[src/rtl/demux_1to4.sv]
// Registered 1-to-4 demultiplexer: steers I onto one of four lanes by {S1,S0}.
// Unselected lanes read 0; sel_q tags which lane the current Y values belong to.
module demux_1to4 #(
  parameter int WIDTH   = 1,
  parameter bit OUT_REG = 1'b1
) (
  input  logic             clk,
  input  logic             rst,
  input  logic [WIDTH-1:0] I,
  input  logic             S0,
  input  logic             S1,
  output logic [WIDTH-1:0] Y0,
  output logic [WIDTH-1:0] Y1,
  output logic [WIDTH-1:0] Y2,
  output logic [WIDTH-1:0] Y3,
  output logic [1:0]       sel_q
);

  logic [1:0]       sel;
  logic [WIDTH-1:0] y0_d;
  logic [WIDTH-1:0] y1_d;
  logic [WIDTH-1:0] y2_d;
  logic [WIDTH-1:0] y3_d;

  assign sel = {S1, S0};

  // One-hot decode: exactly one lane may see I, the rest are forced to 0
  always_comb begin
    y0_d = '0;
    y1_d = '0;
    y2_d = '0;
    y3_d = '0;
    unique case (sel)
      2'b00:   y0_d = I;
      2'b01:   y1_d = I;
      2'b10:   y2_d = I;
      default: y3_d = I;
    endcase
  end

  // Lane tag is registered in both modes
  always_ff @(posedge clk or posedge rst) begin
    if (rst) sel_q <= 2'b00;
    else     sel_q <= sel;
  end

  if (OUT_REG) begin : g_reg
    logic [WIDTH-1:0] y0_q;
    logic [WIDTH-1:0] y1_q;
    logic [WIDTH-1:0] y2_q;
    logic [WIDTH-1:0] y3_q;

    // Output register: whole lane set updates on one edge, so no glitches
    always_ff @(posedge clk or posedge rst) begin
      if (rst) begin
        y0_q <= '0;
        y1_q <= '0;
        y2_q <= '0;
        y3_q <= '0;
      end else begin
        y0_q <= y0_d;
        y1_q <= y1_d;
        y2_q <= y2_d;
        y3_q <= y3_d;
      end
    end

    assign Y0 = y0_q;
    assign Y1 = y1_q;
    assign Y2 = y2_q;
    assign Y3 = y3_q;
  end else begin : g_comb
    // Zero-latency path; reset still clears the lanes immediately
    assign Y0 = rst ? '0 : y0_d;
    assign Y1 = rst ? '0 : y1_d;
    assign Y2 = rst ? '0 : y2_d;
    assign Y3 = rst ? '0 : y3_d;
  end

endmodule

[config.mk]
export PLATFORM = sky130hd
export DESIGN_NAME = demux_1to4
export DESIGN_NICKNAME = d
export VERILOG_FILES = /design/src/rtl/demux_1to4.sv
export SDC_FILE = /design/constraint.sdc
export NUM_CORES = 1
export LEC_CHECK = 0
export CAP_MARGIN = 30
export CORE_AREA = 2 2 39 41
export DETAILED_ROUTE_END_ITERATION = 8
export DIE_AREA = 0 0 41 43
export GPL_ROUTABILITY_DRIVEN = 1
export SYNTH_ARGS = -nofsm -noshare
export SYNTH_HDL_FRONTEND = slang
export SYNTH_SLANG_ARGS = --single-unit
export TNS_END_PERCENT = 100
[constraint.sdc]
create_clock -name clk -period 0.8 [get_ports clk]
set_clock_uncertainty 0.2 [all_clocks]
set_input_delay 0.08 -clock clk [delete_from_list [all_inputs] [get_ports clk]]
set_output_delay 0.08 -clock clk [all_outputs]
set_load 0.1 [all_outputs]
==> results.ini <==
[floorplan]
die_y_um=43
start_util=0.1383
core_mm2=0.001384
die_x_um=41
top_level_ports=11
rows=14
dieArea_mm2=0.001763

[global_route]
top_usage_layer=met4
grtUsageMet1=0.04013
grt_pass1_wl_um=517
grt_max_degree=7
grt_pass1_vias=144
gr-total-overflow=0
grt_use_total=0.05386
antenna_found_initial=0
grtUsageMet2=0.06250
gr-usage-met3=0.03141

[worst_setup_path]
cp-start-kind=flop
slowest_delay_ps=470
cp_top_family=flip-flops
criticalPathCategory=reg -> out
crit_fanout=1
cp-end-kind=output port
timing.critical_path.buf_inv=1
cp_data_arrival_time_ps=880
cp_slowest_cell=dfrtp_4
crit_chain=buf_12
crit_required_ps=520

[sta]
tightest_slew_ps=208.8
setup_viol=6
whs_ps=-152.9
relSlewSlack=0.8606
fmax_mhz=861.1
rsz0062_at_grt=true
tns_ps=-2154
fin_ws_ps=-361.3
hold_viol=8
slew_viol_final=0
period_share=1.452
fin_crit_ps=1161

[final_layout]
fin_area_um2=412.9
layout-drive-gt1-share=0.7083
final_cells=40
syn_to_final_growth_pct=115.7
antenna_cells=0
fin_nets=31

[power]
p_leak_nw=0.1822
finalPower_mw=0.7848
irDropWorstVdd_mv=0.3952
power_density_mw_per_mm2=1901

[routing]
drtIter0Drc=0
wirelength_um=319
dr.pass1.iters=1
via_per_inst=3.375
vias=135
ant_nets=0
drcViolationCount=0
wire_per_inst_um=7.975

[run_status]
violations=hold timing, setup timing
status=complete, but fails checks

[yosys]
synth_cell_types=5
seq_area_frac_synth=0.7843
syn-mean-instance-area_um2=17.40
ys_seq_elements=6
synthesis.area_um2=191.4
syn_nets=16
postSynthCellCount=11
ys.warnings.count=0

[clocking]
cts_buffers=3
cts_buffer_depth=2
cts_sinks=6
htree_levels=1
tritoncts=built
clkTransAtPathRegs_ps=40
root_buffer=clkbuf_4
cts_setup_buffers=0

[placed_design]
placed_area_um2=394.1
gp_congestion=0.6490
port_buffers=10
post-place-ws_ps=-345.0
place_inst=37

[min_path]
hold_path_class=in -> async

[job]
max_cap_viol_count=0

-- layer usage --
layer  vias up  share of wire
met5         -              0
met3         4           0.18
met1        56           0.29
met4         0          0.075
met2        13           0.44
li1         62              -
-- synth_stat cells (all sizes together) --
cell / instances / share of area
inv: 1 / 0.020
and3: 1 / 0.039
nor3b: 1 / 0.065
and3b: 2 / 0.092
dfrtp: 6 / 0.78
-- worst paths after layout --
path,from,to,slack (ps),depth (start not counted)
worst min-delay path,rst,sel_q[1],-150,2
min in group clk,S1,sel_q[1],-30,1
max in group asynchronous,rst,sel_q[0],350,2
worst max-delay path,sel_q[1],sel_q[1],-360,1
-- per-stage QoR --
stage | utilization | hold slack [ps]
2_1_floorplan | - | -328.9
3_3_place_gp | 0.2848 | 98.56
3_5_place_dp | 0.2848 | 101.3
4_1_cts | 0.2984 | -156.9
5_1_grt | 0.2984 | -137.6
6_report | 0.2984 | -152.9
-- placed cells by master, fill, tap and decap left out --
cell type and instances:
dfrtp_4 6, clkbuf_4 3, and3b_1 2, and3_2 1, buf_12 6, clkdlybuf4s50_1 1
nor3b_2 1, inv_1 1, dlygate4sd2_1 3
-- cell families after synthesis --
logic type | synth area share
buf+inv | 0.01959
flops | 0.7843
simple gates | 0.1961
-- area by class of cell --
| class | instances | area [um^2] |
|---|---|---|
| multi-input combinational | 4 | 37.54 |
| sequential | 6 | 172.7 |
| tap | 16 | 20.02 |
| fill | 132 | 970.9 |
| inverter | 1 | 3.754 |
| timing repair buffer | 10 | 156.4 |
| clock buffer | 3 | 22.52 |
-- sequential cells by signal (all words and copies together), names as in the netlist --
signal  cells
Y3          1
Y2          1
Y0          1
sel_q       2
Y1          1
-- power breakdown --
group	total (mW)	internal [mW]	switching [mW]
registers	0.336	0.326	0.0103
logic	0.186	0.0683	0.118
clock network	0.262	0.169	0.0935
-- timing repair --
action / 4_1_cts / 5_1_grt
hold endpoints to repair: 8 / 8
setup endpoints to repair: 10 / 6
gates resized for setup: 3 / 0
No activity file was read; power rests on OpenSTA's default activity.
